--- src/rtl/serial_add_pkg.sv ---
// Shared types and defaults for the bit-serial adder sequencer.
// The optional subtract mode is enabled by defining SERIAL_ADD_SUB_EN.
package serial_add_pkg;

    typedef enum logic [1:0] {
        IDLE = 2'd0,
        RUN  = 2'd1,
        DONE = 2'd2
    } state_t;

    localparam int DEFAULT_WIDTH = 8;

endpackage

--- src/rtl/half_adder_cell.sv ---
// One-bit half adder; two of these plus an OR form the serial full-adder bit.
module half_adder_cell (
    input  logic a,
    input  logic b,
    output logic sum,
    output logic carry
);

    assign sum   = a ^ b;
    assign carry = a & b;

endmodule

--- src/rtl/serial_add_ctrl.sv ---
// Bit-serial WIDTH-bit adder: operands shift LSB-first through one full-adder bit.
// Define SERIAL_ADD_SUB_EN to add the op_sub port (A - B via ~B and carry-in 1).
module serial_add_ctrl
    import serial_add_pkg::*;
#(
    parameter  int WIDTH = DEFAULT_WIDTH,
    localparam int CNT_W = $clog2(WIDTH)
) (
    input  logic             clk,
    input  logic             rst,
    input  logic             in_valid,
    output logic             in_ready,
    input  logic [WIDTH-1:0] op_a,
    input  logic [WIDTH-1:0] op_b,
`ifdef SERIAL_ADD_SUB_EN
    input  logic             op_sub,
`endif
    output logic             out_valid,
    input  logic             out_ready,
    output logic [WIDTH-1:0] sum,
    output logic             carry_out,
    output logic             busy
);

    localparam logic [CNT_W-1:0] LAST_CNT = CNT_W'(WIDTH - 1);

    state_t           state;
    state_t           state_next;
    logic [WIDTH-1:0] a_q;
    logic [WIDTH-1:0] b_q;
    logic [WIDTH-1:0] sum_q;
    logic             carry_q;
    logic [CNT_W-1:0] cnt_q;

    logic             accept;
    logic             last_bit;
    logic [WIDTH-1:0] b_load;
    logic             carry_init;

    logic             ha0_sum;
    logic             ha0_carry;
    logic             bit_sum;
    logic             ha1_carry;
    logic             bit_carry;

    assign accept   = in_valid && in_ready;
    assign last_bit = (cnt_q == LAST_CNT);

    // Subtraction is A + ~B + 1; the mode is captured only through the loaded B and carry.
`ifdef SERIAL_ADD_SUB_EN
    assign b_load     = op_sub ? ~op_b : op_b;
    assign carry_init = op_sub;
`else
    assign b_load     = op_b;
    assign carry_init = 1'b0;
`endif

    half_adder_cell u_ha0 (
        .a     (a_q[0]),
        .b     (b_q[0]),
        .sum   (ha0_sum),
        .carry (ha0_carry)
    );

    half_adder_cell u_ha1 (
        .a     (ha0_sum),
        .b     (carry_q),
        .sum   (bit_sum),
        .carry (ha1_carry)
    );

    assign bit_carry = ha0_carry | ha1_carry;

    // NOTE: sequential state uses non-blocking assignments so every register
    // samples the pre-edge values, independent of statement order.
    always_ff @(posedge clk or posedge rst) begin
        if (rst) begin
            state <= IDLE;
        end else begin
            state <= state_next;
        end
    end

    // NOTE: every output of this block gets a default first, so no path can
    // leave a signal unassigned and infer a latch.
    always_comb begin
        state_next = state;
        in_ready   = 1'b0;
        out_valid  = 1'b0;
        busy       = 1'b0;
        unique case (state)
            IDLE: begin
                in_ready = 1'b1;
                if (in_valid) begin
                    state_next = RUN;
                end
            end
            RUN: begin
                busy = 1'b1;
                if (last_bit) begin
                    state_next = DONE;
                end
            end
            DONE: begin
                busy      = 1'b1;
                out_valid = 1'b1;
                if (out_ready) begin
                    state_next = IDLE;
                end
            end
            default: begin
                state_next = IDLE;
            end
        endcase
    end

    // NOTE: the shift registers are plain flops, not a memory array, so they
    // are cheap to clear and the reset result is fully defined.
    always_ff @(posedge clk or posedge rst) begin
        if (rst) begin
            a_q     <= '0;
            b_q     <= '0;
            sum_q   <= '0;
            carry_q <= 1'b0;
            cnt_q   <= '0;
        end else if (accept) begin
            a_q     <= op_a;
            b_q     <= b_load;
            carry_q <= carry_init;
            cnt_q   <= '0;
        end else if (state == RUN) begin
            a_q     <= a_q >> 1;
            b_q     <= b_q >> 1;
            sum_q   <= {bit_sum, sum_q[WIDTH-1:1]};
            carry_q <= bit_carry;
            cnt_q   <= cnt_q + 1'b1;
        end
    end

    assign sum       = sum_q;
    assign carry_out = carry_q;

endmodule
--- config.mk ---
export PLATFORM = sky130hd
export DESIGN_NAME = serial_add_ctrl
export DESIGN_NICKNAME = d
export VERILOG_FILES = /design/src/rtl/serial_add_pkg.sv /design/src/rtl/half_adder_cell.sv /design/src/rtl/serial_add_ctrl.sv
export SDC_FILE = /design/constraint.sdc
export NUM_CORES = 1
export LEC_CHECK = 0
export ABC_CLOCK_PERIOD_IN_PS = 3500
export CAP_MARGIN = 20
export CORE_MARGIN = 2
export CORE_UTILIZATION = 45
export DETAILED_ROUTE_END_ITERATION = 10
export GPL_ROUTABILITY_DRIVEN = 0
export PLACE_DENSITY_LB_ADDON = 0.12
export SETUP_SLACK_MARGIN = 0.4
export SYNTH_ARGS = -nofsm -noshare
export SYNTH_HDL_FRONTEND = slang
export SYNTH_HIERARCHICAL = 1
export SYNTH_SLANG_ARGS = --single-unit
--- constraint.sdc ---
create_clock -name clk -period 3.5 [get_ports clk]
set_input_delay 0.7 -clock clk [delete_from_list [all_inputs] [get_ports clk]]
set_output_delay 0.7 -clock clk [all_outputs]
set_load 0.05 [all_outputs]
==> metrics.cfg, run 1 <==
[outcome]
outcome = completed

[sta]
rsz0062_at_grt = no
setup_ws_ps = 947
final_max_slew_viol_count = 0
setup-violations-final = 0
fin_skew_ps = 3.59
finalHoldViolations = 0
final.setup.tns_ps = 0
relSlewSlack_pct = 46.2
finalHoldWorstSlack_ps = 516
min_period_over_period_pct = 73.0
worst_pin_slew_ps = 806
finalCriticalPeriod_ps = 2550
fmax_mhz = 392

[routing]
vias = 943
drt_iter0_markers = 56
detail_route.wl_per_cell_um = 12.8
drc = 0
routed_wirelength_mm = 2.41
drtPass1Iterations = 4
ant_nets = 0
via_per_inst = 4.99

[power]
p_int_mw = 1.03
p_total_mw = 1.81
vdd_ir_drop_max_mv = 0.665
p_clk_share_pct = 11.6
power_frac_seq_pct = 34.4
p_per_area_nw_per_um2 = 1010
swShare_pct = 43.0
p_switching_uw = 777
p_leak_nw = 0.807
combPwrFrac_pct = 54.0

[placed_design]
dpl_worst_slack_ps = 1290
dp_hpwl_mm = 1.70
portBuffers = 31

[floorplanning]
core_um2 = 2980
die_w_um = 59.5
num_rows = 20
dieArea_um2 = 3540
die_h_um = 59.5
ios = 32
start_util_pct = 46.5

[clocking]
cts_tree = yes
clock_path_buffers = 2
clk_pin_slew_ps = 90
cts_resized = 0
cts.sinks = 30
cts_buffers = 5
htreeDepth = 2
postCtsSetupRepairBufs = 0
insertion_delay_ps = 320
root_buffer = clkbuf_4
cts_hold_buf = 0

[worst_setup_path]
crit_path_end_kind = output pin
critical_path_class = reg2out
slowest_stage = clkdlybuf4s50_1
arrival_ps = 1850
critical_path_buf_inv_count = 2
crit_chain = inv_1 -> ha_1 -> clkdlybuf4s50_1
start_kind = flop
cp_data_required_time_ps = 2800
critPathMaxFanout = 4
cp_slowest_stage_delay_ps = 790
cpLargestDelayFamily = buffers and inverters

[flow_run]
cap_violations = 0

[cells_and_area]
final_cell_mix = 31 x clkdlybuf4s50_1, 30 x dfrtp_1, 16 x nand2_1, 16 x o21ai_1, 16 x mux2i_1
mostFrequentLayoutCell = clkdlybuf4s50_1
fill_cells = 278
num_antenna_cells = 0
postLayoutCoreUtil_pct = 60.2
drive_gt1_share_pct = 12.2
nets = 183
synthToLayoutAreaGrowth_pct = 29.4

[logic_synthesis]
syn_area_per_cell_um2 = 11.5
synth_warnings = 6
synthCells = 120
syn_area_um2 = 1390
ys_seq_elements = 30
synth_cell_types = 15
synth_fp_nets = 148
ys_seq_area_share_pct = 54.2

[grt]
grtUsageTotal_pct = 16.4
grt_pass1_wl_mm = 4.24
antenna_found_initial = 0
overflow = 0
grt_pass1_vias = 1002
grt_max_degree = 37

[worst_hold_path]
min_path_type = reg2reg

==> cell families after synthesis <==
family | Yosys count | share of synthesized area (%)
compound gates | 18 | 7.05
xor+xnor | 1 | 0.632
fa+ha+maj | 8 | 7.23
buf+inv | 13 | 4.15
flops | 30 | 54.2
mux | 26 | 19.7
simple gates | 24 | 7.05
==> cells in the mapped netlist (all sizes together) <==
library cell,instances,area [um^2]
dfrtp,30,751
buf,7,35.0
inv,6,22.5
ha,8,100
mux2i,16,160
nand2,16,60.1
xnor2,1,8.76
nand2b,2,12.5
o21ai,16,80.1
nor2,5,18.8
and2,1,6.26
a211oi,1,7.51
a222oi,1,10.0
mux2,10,113
==> layout make-up <==
cell class,instances,area [um^2],area share [%]
Inverter,6,22.5,1.26
Tap cell,33,41.3,2.30
Clock inverter,1,5.00,0.279
Multi-Input combinational cell,77,577,32.2
Sequential cell,30,751,41.9
Clock buffer,7,55.1,3.07
Timing Repair Buffer,35,340,19.0
==> registers in the layout, indices dropped and copies added, names as in the netlist <==
register   count
carry_out      1
sum            8
a_q            8
state          2
b_q            8
cnt_q          3
==> per-stage QoR <==
stage / instances / area [um^2]
2_1_floorplan: 120 / 1390
4_1_cts: 189 / 1790
3_5_place_dp: 181 / 1730
5_1_grt: 189 / 1790
3_3_place_gp: 181 / 1730
6_report: 189 / 1790
==> power groups by stage <==
stage	Clock, mW	Combinational (mW)	Sequential [mW]
2_1_floorplan	0	0.573	0.787
3_3_place_gp	0	0.967	0.622
3_5_place_dp	0	0.992	0.629
4_1_cts	0.222	0.995	0.625
5_1_grt	0.238	1.07	0.647
6_report	0.210	0.977	0.622
==> metal layers <==
| metal | track usage, % | wire [um] |
|---|---|---|
| met5 | 0 | 0 |
| met4 | 7.79 | 46 |
| met3 | 6.55 | 133 |
| met2 | 26.5 | 1150 |
| met1 | 18.8 | 1090 |
==> path summary, 6_finish.rpt <==
path                       startpoint       end  slack, ps  cells past startpoint
max                          state[0]      busy        950                      3
min                            sum[0]    sum[0]        520                      1
min in group asynchronous         rst  state[1]        840                      2
max in group asynchronous         rst    b_q[2]       2070                      3
min reg2reg                    sum[0]    sum[0]        520                      1
max reg2reg                  state[1]  state[1]       1660                      5
Power figures use the tool's default switching activity.
==> run 2, diff against run 1 <==
Settings changed: ABC_CLOCK_PERIOD_IN_PS 3500 to 2260, CORE_UTILIZATION 45 to 44.
Clock period 3.5 ns to 2.26 ns, I/O delays scaled along.
==> run 2 against run 1 <==
  * Critical path depth did not move
  * Cell count is 4.8% higher
  * Via count grew 2.1%
  * Global-route usage rose by 0.74 points
  * Worst hold slack worse by 7.3 ps
  * Sequential cell count is the same
  * Sequential share of layout area is 0.71 points higher
  * Power increased by 49%
  * Combinational power increased by 48%
  * Clock skew about the same
  * Routed wire length is 2.9% higher
  * Critical path type unchanged
  * Largest cell class unchanged
==> metrics.cfg, run 2 (synthesis gave the netlist of run 1 again) <==
[cells_and_area]
multi_input_area_um2 = 577
fill_cells = 280
synthToLayoutAreaGrowth_pct = 27.2
mostFrequentLayoutCell = dfrtp_1
num_antenna_cells = 0
final_cell_mix = 30 x dfrtp_1, 19 x clkdlybuf4s50_1, 16 x nand2_1, 16 x o21ai_1, 16 x mux2i_1
drive_gt1_share_pct = 12.3
instances_no_fill = 198
seq_area_um2 = 751
nets = 182

[worst_setup_path]
cp_data_required_time_ps = 1810
arrival_ps = 1290
cp_slowest_stage_delay_ps = 410
cp-startpoint = state[0]
critPathMaxFanout = 4
slowest_stage = dfrtp_1
crit_path_end_kind = output pin
start_kind = flop
r2r_start = cnt_q[0]
critical_path_class = reg2out
crit_chain = inv_1 -> ha_1 -> clkbuf_2

[sta]
setup-violations-final = 0
fmax_mhz = 573
min_period_over_period_pct = 77.2
rsz0062_at_grt = no
final_max_slew_viol_count = 0
setup_ws_ps = 515
finalHoldViolations = 0
relSlewSlack_pct = 67.5
finalCriticalPeriod_ps = 1740
fin_skew_ps = 3.87
worst_pin_slew_ps = 489
final.setup.tns_ps = 0

[routing]
via_per_inst = 4.86
vias = 963
detail_route.wl_per_cell_um = 12.5
routed_wirelength_mm = 2.48
ant_nets = 0
drt_iter0_markers = 62
drc = 0
drtPass1Iterations = 4

[floorplanning]
start_util_pct = 45.7
num_rows = 20
core_um2 = 3030
die_h_um = 60.1
dieArea_um2 = 3610
ios = 32
die_w_um = 60.1

[placed_design]
portBuffers = 31
placed_cells = 191
dpl_worst_slack_ps = 346
dp_hpwl_mm = 1.70

[power]
power_frac_seq_pct = 35.7
swShare_pct = 44.6
combPwrFrac_pct = 53.8
p_int_mw = 1.49
vdd_ir_drop_max_mv = 1.22
p_leak_nw = 0.813
p_per_area_nw_per_um2 = 1530
p_clk_share_pct = 10.5
p_switching_mw = 1.20

[clocking]
cts.sinks = 30
clk_pin_slew_ps = 90
cts_tree = yes
clock_path_buffers = 2
insertion_delay_ps = 320
cts_buffers = 5
htreeDepth = 2
postCtsSetupRepairBufs = 0
root_buffer = clkbuf_4

[grt]
grt_pass1_vias = 1001
grtUsageTotal_pct = 17.1
grt_pass1_wl_mm = 4.42
antenna_found_initial = 0
grt_max_degree = 37
overflow = 0

[flow_run]
cap_violations = 0

[outcome]
outcome = completed

[worst_hold_path]
min_path_type = in2async

run 2: cell type report:
class	count	area share, %
clock buffer	7	2.56
inverter	6	1.28
multi-input combinational	77	32.7
sequential	30	42.6
tap	44	3.12
timing repair buffer	34	17.7
run 2: path summary, 6_finish.rpt:
check / to / slack (ps) / cells after the start
hold reg to reg: sum[0] / 510 / 1
min in group clk: sum[0] / 510 / 1
hold / removal: a_q[7] / 510 / 3
max in group asynchronous: a_q[1] / 1480 / 3
setup reg to reg: state[0] / 590 / 5
setup / recovery: out_valid / 520 / 3
run 2: stage by stage:
| stage | util (%) | hold WS (ps) | power (mW) | cell area (um^2) |
|---|---|---|---|---|
| finish | 58.2 | 509 | 2.70 | 1760 |
| floorplan | - | 485 | 2.11 | 1390 |
| global route | 58.2 | 523 | 2.92 | 1760 |
| global placement | 57.2 | 492 | 2.46 | 1730 |
| CTS | 58.3 | 510 | 2.74 | 1770 |
| detailed placement | 57.2 | 499 | 2.51 | 1730 |
run 2: critical path, delay by kind of cell (launching register included):
| kind | cells | cell delay (ps) |
|---|---|---|
| buffers and inverters | 2 | 380 |
| DFF | 1 | 410 |
| adders and majority gates | 1 | 180 |
run 2: layer usage:
layer,track usage (%),up-vias,part of all wire (%)
met5,0,-,0
met2,27.5,28,48
li1,-,470,-
met1,19.9,459,43
met4,6.67,0,1.7
met3,7.79,6,7.0
run 2: power groups by stage:
| stage | Combinational, mW | Clock (mW) | Sequential (mW) |
|---|---|---|---|
| CTS | 1.48 | 0.297 | 0.968 |
| global route | 1.58 | 0.330 | 1.00 |
| floorplan | 0.887 | 0 | 1.22 |
| finish | 1.45 | 0.284 | 0.962 |
| detailed placement | 1.53 | 0 | 0.978 |
| global placement | 1.49 | 0 | 0.964 |
run 2: what timing repair did:
action,CTS,global route
gates cloned,0,0
setup endpoints to repair,10,1
gates resized for setup,11,1
hold buffers,0,0
